File: config.mk
export PLATFORM = sky130hd
export DESIGN_NAME = quad_lo_gen
export DESIGN_NICKNAME = d
export VERILOG_FILES = /design/src/rtl/qlo_pkg.sv /design/src/rtl/qlo_div.sv /design/src/rtl/quad_lo_gen.sv
export SDC_FILE = /design/constraint.sdc
export NUM_CORES = 1
export LEC_CHECK = 0
export CORE_MARGIN = 5
export CORE_UTILIZATION = 51
export CTS_CLUSTER_DIAMETER = 150
export CTS_CLUSTER_SIZE = 20
export DETAILED_ROUTE_END_ITERATION = 16
export GPL_TIMING_DRIVEN = 1
export PLACE_DENSITY = 0.81
export SLEW_MARGIN = 25
export SYNTH_ARGS = -nofsm -noshare
export SYNTH_HDL_FRONTEND = slang
export SYNTH_SLANG_ARGS = --single-unit
File: constraint.sdc
create_clock -name clk -period 3.2 [get_ports clk]
set_clock_uncertainty 0.2 [all_clocks]
set_input_delay 0.64 -clock clk [delete_from_list [all_inputs] [get_ports clk]]
set_output_delay 0.64 -clock clk [all_outputs]
set_load 0.02 [all_outputs]
File: src/rtl/qlo_pkg.sv
// Shared definitions for the quadrature LO generator: FSM state encoding,
// the Q15 quarter-wave sine table and the sample scaling helper.
package qlo_pkg;

   typedef enum logic {
      IDLE = 1'b0,
      RUN  = 1'b1
   } qlo_state_e;

   // Rounding constant added before the >>15 that rescales a Q15 product.
   localparam int QLO_ROUND = 16384;

   // sin(k * 22.5 deg) in Q15 for k = 0..4, i.e. a 16-phase quarter wave.
   localparam int QLO_QTAB [5] = '{0, 12540, 23170, 30274, 32767};

   // Signed sample for phase p of a 2**phase_w period, scaled to +/-amax.
   // Quarter-wave symmetry folds p into the table; the sign is applied after
   // scaling so the result is symmetric and never reaches -(amax+1).
   function automatic int qlo_sample(input int p, input int phase_w, input int amax);
      int         qtr;
      int         quad;
      int         off;
      int         idx;
      int         mag;
      logic [2:0] tidx;
      qtr  = 1 << (phase_w - 2);
      quad = (p >> (phase_w - 2)) & 3;
      off  = p & (qtr - 1);
      idx  = quad[0] ? (qtr - off) : off;
      tidx = 3'(idx << (4 - phase_w));
      mag  = (QLO_QTAB[tidx] * amax + QLO_ROUND) >> 15;
      return quad[1] ? -mag : mag;
   endfunction

endpackage

File: src/rtl/qlo_div.sv
// Step-strobe divider for quad_lo_gen: counts 0..div_q and flags the last
// cycle of each phase step. div_q is re-latched only when a step is taken,
// so a div_ratio change applies from the following step.
module qlo_div #(
   parameter int DIV_W = 4
) (
   input  logic             clk,
   input  logic             resetn,
   input  logic             start,
   input  logic             active,
   input  logic             sync_clr,
   input  logic [DIV_W-1:0] div_ratio,
   output logic             step
);

   logic [DIV_W-1:0] cnt;
   logic [DIV_W-1:0] div_q;

   assign step = (cnt == div_q);

   // Divider counter and period latch; cleared whenever the LO is not running.
   always_ff @(posedge clk or negedge resetn) begin
      if (!resetn) begin
         cnt   <= '0;
         div_q <= '0;
      end else if (start) begin
         cnt   <= '0;
         div_q <= div_ratio;
      end else if (!active || sync_clr) begin
         cnt <= '0;
      end else if (step) begin
         cnt   <= '0;
         div_q <= div_ratio;
      end else begin
         cnt <= cnt + DIV_W'(1);
      end
   end

endmodule

File: src/rtl/quad_lo_gen.sv
// Quadrature local-oscillator generator: steps a phase index every
// div_ratio+1 cycles and emits registered sine/cosine samples from a
// quarter-wave table. Define QLO_SYNC_EN to add the sync_clr phase realign.
module quad_lo_gen
   import qlo_pkg::*;
#(
   parameter int OUT_W   = 2,
   parameter int PHASE_W = 2,
   parameter int DIV_W   = 4
) (
   input  logic                      clk,
   input  logic                      resetn,
   input  logic                      en,
   input  logic [DIV_W-1:0]          div_ratio,
   input  logic                      dir,
`ifdef QLO_SYNC_EN
   input  logic                      sync_clr,
`endif
   output logic signed [OUT_W-1:0]   sin_out,
   output logic signed [OUT_W-1:0]   cos_out,
   output logic [PHASE_W-1:0]        phase_out,
   output logic                      tick_o
);

   localparam int AMAX = (1 << (OUT_W - 1)) - 1;
   localparam int QTR  = 1 << (PHASE_W - 2);

   qlo_state_e         state;
   logic               step;
   logic               sync;
   logic               start;
   logic               active;
   logic [PHASE_W-1:0] nxt;

`ifdef QLO_SYNC_EN
   assign sync = sync_clr;
`else
   assign sync = 1'b0;
`endif

   assign start  = (state == IDLE) && en;
   assign active = (state == RUN) && en;
   assign nxt    = dir ? (phase_out - PHASE_W'(1)) : (phase_out + PHASE_W'(1));

   qlo_div #(
      .DIV_W (DIV_W)
   ) u_div (
      .clk       (clk),
      .resetn    (resetn),
      .start     (start),
      .active    (active),
      .sync_clr  (active && sync),
      .div_ratio (div_ratio),
      .step      (step)
   );

   // FSM, phase accumulator and registered sample outputs.
   // NOTE: every register here uses <= so all updates see pre-edge values.
   always_ff @(posedge clk or negedge resetn) begin
      if (!resetn) begin
         state     <= IDLE;
         phase_out <= '0;
         sin_out   <= '0;
         cos_out   <= '0;
         tick_o    <= 1'b0;
      end else begin
         case (state)
            IDLE: begin
               if (en) begin
                  state     <= RUN;
                  phase_out <= '0;
                  sin_out   <= '0;
                  cos_out   <= OUT_W'(AMAX);
                  tick_o    <= 1'b1;
               end else begin
                  phase_out <= '0;
                  sin_out   <= '0;
                  cos_out   <= '0;
                  tick_o    <= 1'b0;
               end
            end
            RUN: begin
               if (!en) begin
                  state     <= IDLE;
                  phase_out <= '0;
                  sin_out   <= '0;
                  cos_out   <= '0;
                  tick_o    <= 1'b0;
               end else if (sync) begin
                  phase_out <= '0;
                  sin_out   <= '0;
                  cos_out   <= OUT_W'(AMAX);
                  tick_o    <= 1'b1;
               end else if (step) begin
                  phase_out <= nxt;
                  sin_out   <= OUT_W'(qlo_sample(int'(nxt), PHASE_W, AMAX));
                  cos_out   <= OUT_W'(qlo_sample(int'(nxt) + QTR, PHASE_W, AMAX));
                  tick_o    <= 1'b1;
               end else begin
                  tick_o <= 1'b0;
               end
            end
            default: state <= IDLE;
         endcase
      end
   end

endmodule

==> results of run 1 <==
[state kept, by name, indices dropped and copies added, names as in the netlist]
name         flops
cos_out          2
phase_out        2
sin_out          1
state            1
tick_o           1
u_div.cnt        4
u_div.div_q      4
[stage by stage]
step / hold slack, ps / instances / util [%] / total power, W
floorplan: 144.4 / 54 / - / 0.0002695
global placement: 265.3 / 82 / 64.85 / 0.0002967
detailed placement: 265.9 / 82 / 64.85 / 0.0003004
CTS: 278.8 / 86 / 66.89 / 0.0004043
global route: 299.5 / 86 / 66.89 / 0.0004201
finish: 279.7 / 86 / 66.89 / 0.0004009
[cells in the mapped netlist]
cell type,number,share of area [%]
a211oi_1,1,1.1
a21boi_1,1,1.1
buf_4,1,1.1
dfrtp_1,15,55
ha_1,3,5.5
inv_1,5,2.8
mux2_2,4,6.6
mux2i_1,3,4.4
nand2_1,1,0.55
nand3_1,1,0.73
nor2_1,8,4.4
nor4_4,1,3.1
o21ai_4,1,2.4
or2_2,1,0.92
xnor2_1,2,2.6
xor2_1,6,7.7
[cell usage in the layout, fill, tap and decap left out]
cell type / netlist / layout
xor2_1: 6 / 6
dfrtp_1: 15 / 15
clkdlybuf4s50_1: 0 / 14
clkbuf_4: 0 / 3
inv_1: 5 / 5
nor4_4: 1 / 1
mux2_2: 4 / 4
mux2i_1: 3 / 3
nor2_1: 8 / 8
o21ai_4: 1 / 1
a211oi_1: 1 / 1
xnor2_1: 2 / 2
nand2_1: 1 / 1
clkbuf_1: 0 / 1
ha_1: 3 / 3
or2_2: 1 / 1
a21boi_1: 1 / 1
nand3_1: 1 / 1
[metal layers]
layer | vias up | global-route usage (%) | wire length (um)
li1 | 208 | - | -
met1 | 210 | 14.99 | 558
met2 | 11 | 23.08 | 598
met3 | 4 | 2.344 | 34
met4 | 0 | 8.523 | 31
met5 | - | 0 | 0
[cell type report]
| class | count | area [um^2] |
|---|---|---|
| Tap cell | 15 | 18.77 |
| Fill cell | 101 | 425.4 |
| Clock buffer | 4 | 26.28 |
| Inverter | 5 | 18.77 |
| Timing Repair Buffer | 14 | 140.1 |
| Multi-Input combinational cell | 33 | 280.3 |
| Sequential cell | 15 | 375.4 |
[power breakdown]
| part | internal [W] | switching (W) | total (W) |
|---|---|---|---|
| clock network | 0.0000483 | 0.0000566 | 0.000105 |
| logic | 0.0000395 | 0.0000405 | 0.0000799 |
| registers | 0.000205 | 0.0000112 | 0.000216 |
| total | 0.000293 | 0.000108 | 0.000401 |
[final timing paths]
kind	slack, ps	startpoint	depth (start not counted)	end
min in group asynchronous	560	resetn	1	tick_o
max reg2reg	1150	u_div.cnt[1]	4	u_div.div_q[3]
max	960	phase_out[0]	1	sin_out[0]
min reg2reg	280	state	1	cos_out[0]
min	280	state	1	cos_out[0]
max in group asynchronous	1820	resetn	1	state
[logic make-up (layout without fill, tap and decap cells)]
logic type,after synthesis,after routing
DFF,15,15
AOI/OAI and AO/OA,3,3
and+or+nand+nor,12,12
xor gates and xnor gates,8,8
adders and majority gates,3,3
buffers and inverters,6,23
muxes,7,7
==> impl_metrics.py, run 1 <==
metrics = {
    "synthesis": {
        "synth_area_per_cell_um2": 12.63,
        "yosysUniqueCellTypes": 16,
        "synthesis.nets": 65,
        "synth_top_family_by_area": "multiplexers",
        "synth_xor_area_share_pct": 10.28,
        "synth_compound_area_share_pct": 4.587,
        "synth_mux_area_share_pct": 11.01,
        "ys_seq_area_share_pct": 55.05,
        "synth_fa_ha_area_share_pct": 5.505,
        "syn_area_um2": 681.9,
        "synth_simple_gate_area_share_pct": 9.725,
        "yosysWarnings": 0,
        "synth_cells": 54,
        "ys_ff_latch": 15,
    },
    "run_status": {
        "outcome": "completed",
    },
    "worst_setup_path": {
        "slowest_stage": "clkdlybuf4s50_1",
        "end_kind": "primary output",
        "cp_max_fo": 6,
        "critPathMaxStageDelay_ps": 660,
        "crit_chain": "clkdlybuf4s50_1",
        "crit_type": "flop to primary output",
        "cp-start-kind": "flop",
        "cp.required_ps": 2360,
        "worstPathArrival_ps": 1400,
        "cp_top_family": "buffers and inverters",
        "crit_buf_inv": 1,
    },
    "clock_tree": {
        "cts_made_buffers": 3,
        "clock_tree.buffer_depth": 2,
        "cts_setup_buffers": 0,
        "cts-root-buf": "clkbuf_4",
        "clk_latency_ps": 280,
        "clock_sinks": 15,
        "postCtsResizedCells": 0,
        "clkTransAtPathRegs_ps": 80,
        "cts_tree": "built",
        "htreeDepth": 1,
        "hold_buffers": 0,
    },
    "final_layout": {
        "final_area_um2": 859.6,
        "drive_gt1_share_pct": 14.08,
        "finalNetCount": 83,
        "area_delta_synth_final_pct": 26.05,
        "diodes": 0,
    },
    "placement": {
        "place_congestion": 0.6742,
        "dpl_worst_slack_ps": 1025,
        "placed_cell_area_um2": 833.3,
        "numPortBuffers": 14,
        "dp_hpwl_um": 952.8,
    },
    "floorplanning": {
        "start_util_pct": 53.07,
        "core_area_um2": 1285,
        "row_count": 13,
        "pin_count": 15,
        "die_w_um": 46.57,
        "die_area_um2": 2168,
        "die_h_um": 46.57,
    },
    "sta": {
        "min_period_ps": 2244,
        "fin_tns_setup_ps": 0,
        "worst_pin_slew_ps": 691.6,
        "rsz0062_at_grt": "false",
        "drv_slew": 0,
        "period_share_pct": 70.14,
        "fmax_ghz": 0.4455,
        "fin_ws_ps": 955.5,
        "finalSetupViolCount": 0,
        "slew_headroom_pct": 53.55,
        "hold_viol": 0,
    },
    "power_and_ir_drop": {
        "power_density_nw_per_um2": 466.4,
        "leakagePower_nw": 0.3888,
        "vdd_ir_drop_max_mv": 0.3696,
    },
    "detailed_routing": {
        "wl_um": 1222,
        "vias": 433,
        "ant_nets": 0,
        "first_pass_iters": 4,
        "wire_per_inst_um": 14.21,
        "drc": 0,
        "drt-vias-per-instance": 5.035,
        "drtIter0Drc": 9,
    },
    "global_route": {
        "grt_first_pass_wirelength_um": 1925,
        "grt_pass1_vias": 449,
        "antenna_found_initial": 0,
        "grt_usage_pct": 13.41,
        "grt_max_degree": 16,
        "grt_overflow": 0,
    },
    "job": {
        "maxCapViolations": 0,
    },
    "min_path": {
        "min_path_type": "flop to flop",
    },
}
(Power assumes the default switching activity.)
==> run 2, diff against run 1 <==
--- a/config.mk
+++ b/config.mk
@@ -5,13 +5,14 @@
 export SDC_FILE = /design/constraint.sdc
 export NUM_CORES = 1
 export LEC_CHECK = 0
+export CORE_ASPECT_RATIO = 0.9
 export CORE_MARGIN = 5
-export CORE_UTILIZATION = 51
+export CORE_UTILIZATION = 47
 export CTS_CLUSTER_DIAMETER = 150
 export CTS_CLUSTER_SIZE = 20
 export DETAILED_ROUTE_END_ITERATION = 16
 export GPL_TIMING_DRIVEN = 1
-export PLACE_DENSITY = 0.81
+export PLACE_DENSITY = 0.76
 export SLEW_MARGIN = 25
 export SYNTH_ARGS = -nofsm -noshare
 export SYNTH_HDL_FRONTEND = slang
==> constraint.sdc (replaced) <==
create_clock -name clk -period 2.32 [get_ports clk]
set_clock_uncertainty 0.2 [all_clocks]
set_input_delay 0.464 -clock clk [delete_from_list [all_inputs] [get_ports clk]]
set_output_delay 0.464 -clock clk [all_outputs]
set_load 0.02 [all_outputs]
==> run 2 against run 1 <==
Effect of this change:
- routed wire length shrank 17%
- largest cell class unchanged
- largest power group unchanged
- clock power increased by 38%
- cell area is 1.0% higher
- flip-flop and latch count unchanged
- total power increased by 37%
==> impl_metrics.py, run 2 (same netlist as run 1, synthesis figures left out) <==
metrics = {
    "sta": {
        "min_period_ps": 2041,
        "drv_slew": 0,
        "worst_pin_slew_ps": 625.9,
        "fmax_ghz": 0.4901,
        "timing.hold.ws_ps": 288.5,
        "fin_tns_setup_ps": 0,
        "slew_headroom_pct": 58.14,
        "rsz0062_at_grt": "false",
        "finalSetupViolCount": 0,
        "hold_viol": 0,
        "period_share_pct": 87.96,
    },
    "final_layout": {
        "diodes": 0,
        "reg_top3": "u_div.cnt (4), u_div.div_q (4)",
        "drive_gt1_share_pct": 16.67,
        "area_delta_synth_final_pct": 27.34,
        "layout_commonest_cell": "dfrtp_1",
        "finalNetCount": 84,
        "layout_common_cells": "dfrtp_1, clkdlybuf4s50_1, nor2_1, xor2_1, inv_1",
    },
    "worst_setup_path": {
        "end_kind": "primary output",
        "crit_buf_inv": 1,
        "rr_endpoint": "sin_out[1]",
        "crit_type": "flop to primary output",
        "crit_cells": 1,
        "cp-start-kind": "flop",
        "worst-r2r-setup-slack_ps": 540,
        "crit_chain": "clkdlybuf4s50_1",
        "cp_top_family": "buffers and inverters",
        "cp_max_fo": 6,
        "cp.required_ps": 1660,
        "worstPathArrival_ps": 1380,
        "reg2reg_from": "u_div.cnt[1]",
        "critPathMaxStageDelay_ps": 640,
        "rr_worst_depth": 5,
        "slowest_stage": "clkdlybuf4s50_1",
    },
    "floorplanning": {
        "die_h_um": 46.14,
        "pin_count": 15,
        "die_w_um": 50.15,
        "start_util_pct": 48.19,
        "row_count": 13,
        "die_area_um2": 2314,
        "core_area_um2": 1415,
    },
    "min_path": {
        "hp-start": "state",
        "min_path_cells": 1,
        "worstHoldEndpoint": "cos_out[0]",
        "min_path_type": "flop to flop",
    },
    "clock_tree": {
        "cts_setup_buffers": 0,
        "postCtsResizedCells": 0,
        "clkTransAtPathRegs_ps": 90,
        "clock_sinks": 15,
        "hold_buffers": 0,
        "htreeDepth": 1,
        "cts_tree": "built",
        "clock_tree.buffer_depth": 2,
        "cts_made_buffers": 3,
        "clk_latency_ps": 280,
        "cts-root-buf": "clkbuf_4",
    },
    "detailed_routing": {
        "wire_per_inst_um": 11.72,
        "drc": 0,
        "drt-vias-per-instance": 4.851,
        "vias": 422,
        "ant_nets": 0,
        "drtIter0Drc": 2,
        "wl_um": 1020,
        "first_pass_iters": 3,
    },
    "global_route": {
        "antenna_found_initial": 0,
        "grt_first_pass_wirelength_um": 1890,
        "grt_pass1_vias": 443,
        "grt_overflow": 0,
        "use_met3_pct": 3.883,
        "grt_max_degree": 16,
        "grt_busiest_layer": "met2",
        "use_met2_pct": 18.80,
        "grtUsageMet1_pct": 12.37,
        "grt_usage_pct": 11.15,
    },
    "power_and_ir_drop": {
        "leakagePower_nw": 0.3969,
        "vdd_ir_drop_max_mv": 0.2798,
        "power_density_nw_per_um2": 634.1,
    },
    "placement": {
        "place_congestion": 0.7205,
        "dp_hpwl_um": 832.5,
        "numPortBuffers": 14,
    },
    "run_status": {
        "outcome": "completed",
    },
    "job": {
        "maxCapViolations": 0,
    },
}
## run 2: cell count changes in the layout (fill, tap and decap cells not counted), sizes merged
cell | previous run | this run
buf | 0 | 1
clkbuf | 4 | 3
clkinv | 0 | 1
## run 2: worst max path at each step
stage                       startpoint              to  slack [ps]
after detailed placement            en    u_div.cnt[3]         400
after global routing      phase_out[0]      sin_out[0]         200
final                     phase_out[0]      sin_out[0]         280
after CTS                 phase_out[0]      sin_out[0]         260
after floorplan           u_div.cnt[1]  u_div.div_q[0]         500
after global placement              en    u_div.cnt[1]         440
## run 2: final cells by class
cell class	instances	area (um^2)
multi-input combinational	33	280.3
fill	118	546.8
timing repair buffer	15	147.6
clock inverter	1	5.005
inverter	5	18.77
clock buffer	3	22.52
tap	15	18.77
sequential	15	375.4
## run 2: power breakdown
part	switching, W	internal (W)
logic	0.0000521	0.0000564
clock network	0.0000807	0.0000639
registers	0.0000151	0.000282
## run 2: metal layers
| layer | up-vias | part of all wire [%] |
|---|---|---|
| met3 | 0 | 6.5 |
| met5 | - | 0 |
| li1 | 211 | - |
| met4 | 0 | 0 |
| met1 | 201 | 43 |
| met2 | 10 | 50 |
## run 2: per-stage QoR
stage / worst slack, ps / utilization (%) / instance area [um^2] / std cells / total power, W
3_5_place_dp: 399.0 / 59.42 / 840.8 / 83 / 0.0004142
3_3_place_gp: 438.3 / 59.42 / 840.8 / 83 / 0.0004113
2_1_floorplan: 497.1 / - / 681.9 / 54 / 0.0003717
5_1_grt: 198.7 / 61.36 / 868.3 / 87 / 0.0005896
4_1_cts: 261.6 / 61.36 / 868.3 / 87 / 0.0005595
6_report: 279.4 / 61.36 / 868.3 / 87 / 0.0005506
